**src/rtl/wb_slave_rr_arbiter.sv**
```systemverilog
// Round-robin Wishbone B3 arbiter sharing one classic-cycle slave among NR_MASTERS masters.
// The grant is held for a whole cyc burst; a watchdog ends hung accesses with err.
module wb_slave_rr_arbiter #(
    parameter int NR_MASTERS = 2,
    parameter int AW         = 32,
    parameter int DW         = 32,
    parameter int TIMEOUT    = 255
) (
    input  logic                     clk,
    input  logic                     rst,
    input  logic [NR_MASTERS-1:0]    m_cyc_i,
    input  logic [NR_MASTERS-1:0]    m_stb_i,
    input  logic [NR_MASTERS-1:0]    m_we_i,
    input  logic [NR_MASTERS*AW-1:0] m_adr_i,
    input  logic [NR_MASTERS*DW-1:0] m_dat_i,
    input  logic [NR_MASTERS*DW/8-1:0] m_sel_i,
    output logic [NR_MASTERS-1:0]    m_ack_o,
    output logic [NR_MASTERS-1:0]    m_err_o,
    output logic [NR_MASTERS-1:0]    m_rty_o,
    output logic [DW-1:0]            m_dat_o,
    output logic                     s_cyc_o,
    output logic                     s_stb_o,
    output logic                     s_we_o,
    output logic [AW-1:0]            s_adr_o,
    output logic [DW-1:0]            s_dat_o,
    output logic [DW/8-1:0]          s_sel_o,
    input  logic                     s_ack_i,
    input  logic                     s_err_i,
    input  logic                     s_rty_i,
    input  logic [DW-1:0]            s_dat_i,
    output logic [NR_MASTERS-1:0]    grant_o
);

    localparam int IW  = $clog2(NR_MASTERS);
    localparam int SW  = DW / 8;
    localparam int WDW = (TIMEOUT > 0) ? $clog2(TIMEOUT + 1) : 1;
    localparam logic [WDW-1:0] WD_LIMIT = WDW'(TIMEOUT);

    typedef enum logic {IDLE, BUSY} state_e;

    state_e                state_q;
    logic [NR_MASTERS-1:0] grant_q, grant_d;
    logic [IW-1:0]         gidx_q, pick_idx;
    logic [IW-1:0]         rr_ptr_q, rr_ptr_d;
    logic [WDW-1:0]        wd_cnt_q, wd_cnt_d;
    logic                  pick_vld;
    logic                  busy, sel_cyc, sel_stb, slv_resp, wd_hit;

    function automatic logic [IW-1:0] wrap_add(input logic [IW-1:0] a, input int b);
        int s;
        s = int'(a) + b;
        if (s >= NR_MASTERS) s = s - NR_MASTERS;
        return IW'(s);
    endfunction

    // Scan downward so the requester closest to rr_ptr is the last (winning) assignment.
    always_comb begin
        // NOTE: every combinational output gets a default first so no path infers a latch.
        pick_vld = 1'b0;
        pick_idx = rr_ptr_q;
        for (int i = NR_MASTERS - 1; i >= 0; i--) begin
            if (m_cyc_i[wrap_add(rr_ptr_q, i)]) begin
                pick_vld = 1'b1;
                pick_idx = wrap_add(rr_ptr_q, i);
            end
        end
    end

    assign grant_d  = NR_MASTERS'(1) << pick_idx;
    assign rr_ptr_d = wrap_add(gidx_q, 1);

    assign busy     = (state_q == BUSY);
    assign sel_cyc  = m_cyc_i[gidx_q];
    assign sel_stb  = m_stb_i[gidx_q];
    assign slv_resp = s_ack_i | s_err_i | s_rty_i;
    assign wd_hit   = (TIMEOUT > 0) && busy && (wd_cnt_q == WD_LIMIT);

    always_comb begin
        wd_cnt_d = '0;
        if (TIMEOUT > 0 && busy && sel_stb && !slv_resp && !wd_hit)
            wd_cnt_d = (wd_cnt_q == '1) ? wd_cnt_q : wd_cnt_q + 1'b1;
    end

    // The expiry cycle pulls cyc/stb off the slave so it abandons the hung access.
    assign s_cyc_o = busy & sel_cyc & ~wd_hit;
    assign s_stb_o = busy & sel_stb & ~wd_hit;
    assign s_we_o  = busy & m_we_i[gidx_q];
    assign s_adr_o = busy ? m_adr_i[AW*int'(gidx_q) +: AW] : '0;
    assign s_dat_o = busy ? m_dat_i[DW*int'(gidx_q) +: DW] : '0;
    assign s_sel_o = busy ? m_sel_i[SW*int'(gidx_q) +: SW] : '0;

    assign m_ack_o = grant_q & {NR_MASTERS{s_ack_i}};
    assign m_err_o = grant_q & {NR_MASTERS{s_err_i | (wd_hit & ~slv_resp)}};
    assign m_rty_o = grant_q & {NR_MASTERS{s_rty_i}};
    assign m_dat_o = s_dat_i;
    assign grant_o = grant_q;

    always_ff @(posedge clk or posedge rst) begin
        if (rst) begin
            state_q  <= IDLE;
            grant_q  <= '0;
            gidx_q   <= '0;
            rr_ptr_q <= '0;
            wd_cnt_q <= '0;
        end else begin
            // NOTE: non-blocking assignments keep every register update based on pre-edge values.
            wd_cnt_q <= wd_cnt_d;
            case (state_q)
                IDLE: begin
                    if (pick_vld) begin
                        state_q <= BUSY;
                        grant_q <= grant_d;
                        gidx_q  <= pick_idx;
                    end
                end
                BUSY: begin
                    if (!sel_cyc) begin
                        state_q  <= IDLE;
                        grant_q  <= '0;
                        rr_ptr_q <= rr_ptr_d;
                    end
                end
                default: state_q <= IDLE;
            endcase
        end
    end

endmodule

```
**config.mk**
```make
export PLATFORM = sky130hd
export DESIGN_NAME = wb_slave_rr_arbiter
export DESIGN_NICKNAME = d
export VERILOG_FILES = /design/src/rtl/wb_slave_rr_arbiter.sv
export SDC_FILE = /design/constraint.sdc
export NUM_CORES = 1
export LEC_CHECK = 0
export ABC_AREA = 1
export CAP_MARGIN = 30
export CORE_AREA = 2 2 113 115
export CTS_CLUSTER_DIAMETER = 120
export DETAILED_ROUTE_END_ITERATION = 16
export DIE_AREA = 0 0 115 117
export MAX_ROUTING_LAYER = met4
export PLACE_DENSITY_LB_ADDON = 0.08
export SYNTH_ARGS = -nofsm -noshare
export SYNTH_HDL_FRONTEND = slang
export SYNTH_SLANG_ARGS = --single-unit
```
**constraint.sdc**
```tcl
create_clock -name clk -period 2.3 [get_ports clk]
set_input_delay 0.345 -clock clk [delete_from_list [all_inputs] [get_ports clk]]
set_output_delay 0.345 -clock clk [all_outputs]
set_load 0.02 [all_outputs]
```
==> out/metrics.csv <==
stage,metric,value,unit
worst_setup_path,highest net fanout along the worst path,66,
logic_synthesis,Synth Warn #,0,
power_and_ir_drop,LEAKAGE,0.00217,uW
sta,tightest slew margin relative to the limit,66.9,%
layout,fin nets,727,
sta,number of endpoints failing setup at the final stage,0,
clocking,largest buffer count on any clock path,2,
floorplanning,Core Footprint,12300,sq um
layout,layout cell share with drive strength beyond 1,3.85,%
drt,average vias per placed instance,4.09,
worst_setup_path,setup slack of the most critical reg-to-reg path,0.92,ns
clocking,clock latency on the worst-skew pair,0.24,ns
drt,post-detailed-routing wire length,10100,um
power_and_ir_drop,maximum vdd drop,551,uV
clocking,cts bufs inserted,3,
floorplanning,Starting Density,15.8,%
sta,unrepaired setup endpoints after global routing,false,
logic_synthesis,dominant cell type by area after synthesis,sky130_fd_sc_hd__nor2_1,
logic_synthesis,Avg Inst Size Synth,5.37,sq um
power_and_ir_drop,power density cells,1060,nW/um^2
global_routing,All-Layer GR Usage,13.2,%
layout,Final Util,35.1,%
clocking,number of buffers inserted by post-CTS setup repair,0,
logic_synthesis,biggest area contributors in the synthesized netlist,"sky130_fd_sc_hd__nor2_1 29%, sky130_fd_sc_hd__o21ai_0 18%, sky130_fd_sc_hd__dfrtp_1 17%, sky130_fd_sc_hd__buf_4 13%, sky130_fd_sc_hd__nand2_1 5.0%",
floorplanning,full die area,13500,sq um
logic_synthesis,"flops & latches, synth",13,
layout,diode insertion count for antenna repair,0,
clocking,Worst-path clk slew,0.05,ns
floorplanning,Top-Level Pins,290,
sta,max frequency,454,MHz
global_routing,wire length of the first global-routing pass,13600,um
sta,worst hold slack across all endpoints,0.429,ns
floorplanning,Die Height,117,um
drt,DR WL/cell,14.5,um
clocking,TritonCTS Sinks,13,
drt,iteration count of the initial detailed-routing pass,4,
clocking,CTS Root Cell,sky130_fd_sc_hd__clkbuf_16,
logic_synthesis,Unique masters post-synth,24,
sta,Tcrit/Tclk final,95.7,%
job,Max-cap violations,0,
worst_setup_path,critical setup path kind,register to output pin,
layout,Area Growth Syn to Fin,121,%
sta,Clock Skews,0.00636,ns
worst_setup_path,CP endpoint,s_adr_o[19],
logic_synthesis,synthesized instance count,363,
drt,initial drt markers,138,
placement,Post-DP HPWL,8040,um
placement,Final Wtd Congestion,0.752,
hold_path,HP Class,primary input to asynchronous set/reset pin,
worst_setup_path,WP data required,1.96,ns
logic_synthesis,cell area after synthesis,1950,sq um
clocking,Post-CTS Hold Fix Bufs,0,
logic_synthesis,proportion of synthesized chip area in sequential cells,16.7,%
worst_setup_path,critical path launch point type,register,
floorplanning,horizontal die dimension,115,um
sta,final hold violations,0,
worst_setup_path,worst setup path startpoint,gidx_q,
sta,minimum clock period,2.20,ns
drt,antenna-violating nets left,0,
sta,final total negative setup slack,0,ns
sta,Worst-Margin Slew,0.497,ns
sta,final-report max-slew violation count,0,
drt,remaining design rule violation count,0,
clocking,count of instances resized after the clock tree is built,0,
clocking,depth of the CTS H-tree,1,
placement,number of buffers inserted by port buffering,225,
logic_synthesis,Syn Nets,543,
clocking,CTS tree,yes,
worst_setup_path,Worst R2R End,wd_cnt_q[6],
global_routing,antenna violations before repair,0,
worst_setup_path,"Data arrival, critical path",1.86,ns
worst_setup_path,cells on worst reg2reg path,5,
global_routing,vias in the first global route,2558,
outcome,status,completed,
floorplanning,total number of placement rows,41,
worst_setup_path,crit path capture type,output pin,
global_routing,maximum number of pins on one net before global-route repair,67,
global_routing,total congestion overflow,0,
logic_synthesis,top-area cell type share of the netlist area,29.5,%
worst_setup_path,start of the worst register-to-register path,busy,
drt,overall via count from detail_route,2849,
## Yosys cell counts
| master | number |
|---|---|
| sky130_fd_sc_hd__xnor2_1 | 1 |
| sky130_fd_sc_hd__nor2_2 | 1 |
| sky130_fd_sc_hd__o21ai_0 | 71 |
| sky130_fd_sc_hd__buf_2 | 6 |
| sky130_fd_sc_hd__o21ai_1 | 3 |
| sky130_fd_sc_hd__xor2_1 | 2 |
| sky130_fd_sc_hd__o211ai_1 | 1 |
| sky130_fd_sc_hd__a21oi_1 | 2 |
| sky130_fd_sc_hd__nand4_1 | 1 |
| sky130_fd_sc_hd__inv_2 | 1 |
| sky130_fd_sc_hd__nor3_4 | 1 |
| sky130_fd_sc_hd__dfrtp_1 | 13 |
| sky130_fd_sc_hd__o21ai_2 | 1 |
| sky130_fd_sc_hd__nand3_1 | 7 |
| sky130_fd_sc_hd__buf_4 | 34 |
| sky130_fd_sc_hd__o21bai_1 | 1 |
| sky130_fd_sc_hd__nand2_1 | 26 |
| sky130_fd_sc_hd__inv_1 | 20 |
| sky130_fd_sc_hd__nor2_1 | 153 |
| sky130_fd_sc_hd__buf_6 | 1 |
| sky130_fd_sc_hd__nand3_2 | 1 |
| sky130_fd_sc_hd__ha_1 | 1 |
| sky130_fd_sc_hd__clkbuf_1 | 14 |
| sky130_fd_sc_hd__o31ai_1 | 1 |
## layout make-up
type / count / area, sq um
clock buffers: 3 / 75.1
clock inverters: 1 / 5.00
fillers: 1344 / 8000
inverters: 21 / 81.3
multi-input cells: 274 / 1200
flip-flops and latches: 13 / 328
well taps: 150 / 188
repair buffers: 234 / 2440
## cells by family after synthesis
group / count (synthesis) / synth area share (%)
adder cells (fa/ha/maj): 1 / 0.642
buffers and inverters: 76 / 22.0
XOR/XNOR: 3 / 1.35
flip-flops: 13 / 16.7
AO/OA/AOI/OAI: 80 / 21.1
AND/OR/NAND/NOR: 190 / 38.3
## sequential cells by signal, indices dropped and copies added (netlist names)
signal / cells
busy: 1
wd_cnt_q: 8
rr_ptr_q: 1
grant_o: 2
gidx_q: 1
## worst min-delay path by stage
| stage | start | endpoint | slack [ns] | cells after the start |
|---|---|---|---|---|
| CTS | rst | rr_ptr_q | 0.45 | 2 |
| global placement | wd_cnt_q[0] | wd_cnt_q[0] | 0.45 | 1 |
| floorplan | rst | busy | 0.22 | 1 |
| finish | rst | rr_ptr_q | 0.43 | 2 |
| global route | wd_cnt_q[0] | wd_cnt_q[0] | 0.48 | 1 |
| detailed placement | wd_cnt_q[0] | wd_cnt_q[0] | 0.45 | 1 |
## through the flow
| stage | instance area [sq um] | std cells | worst slack [ns] | power (uW) |
|---|---|---|---|---|
| floorplan | 1950 | 363 | 0.730 | 2450 |
| global placement | 4150 | 692 | 0.0631 | 4380 |
| detailed placement | 4150 | 692 | 0.0216 | 4360 |
| CTS | 4230 | 696 | 0.000499 | 4710 |
| global route | 4320 | 696 | 0.0167 | 4940 |
| finish | 4320 | 696 | 0.0985 | 4570 |
## routing by layer
metal / global-route usage, % / share of wire [%] / vias up
li1: - / - / 1475
met1: 14.8 / 38 / 1235
met2: 25.1 / 54 / 133
met3: 1.96 / 7.4 / 6
met4: 1.77 / 0.67 / 0
met5: - / 0 / -
## worst max-delay path, cell delays in order (launching register included)
cell and delay [ns]:
sky130_fd_sc_hd__dfrtp_2 0.41, sky130_fd_sc_hd__buf_12 0.25, sky130_fd_sc_hd__o21ai_0 0.19, sky130_fd_sc_hd__nor2_1 0.12
sky130_fd_sc_hd__clkdlybuf4s50_1 0.60
## layout by cell type, fill, tap and decap left out, drive strengths merged
cell	count
o31ai	1
clkinv	1
xor2	2
a21oi	2
clkdlybuf4s50	193
o21ai	75
o21bai	1
clkbuf	3
xnor2	1
dlymetal6s2s	32
nand3	8
dfrtp	13
nor2	154
o211ai	1
buf	9
nor3	1
nand2	26
inv	21
nand4	1
ha	1
## report_power, final
group | leakage [uW] | internal (uW) | switching [uW]
Combinational | 0.00196 | 1730 | 2190
Clock | 0.0000409 | 231 | 91.4
Sequential | 0.000171 | 277 | 49.4
Total | 0.00217 | 2240 | 2330
No activity file was read; power rests on OpenSTA's default activity.
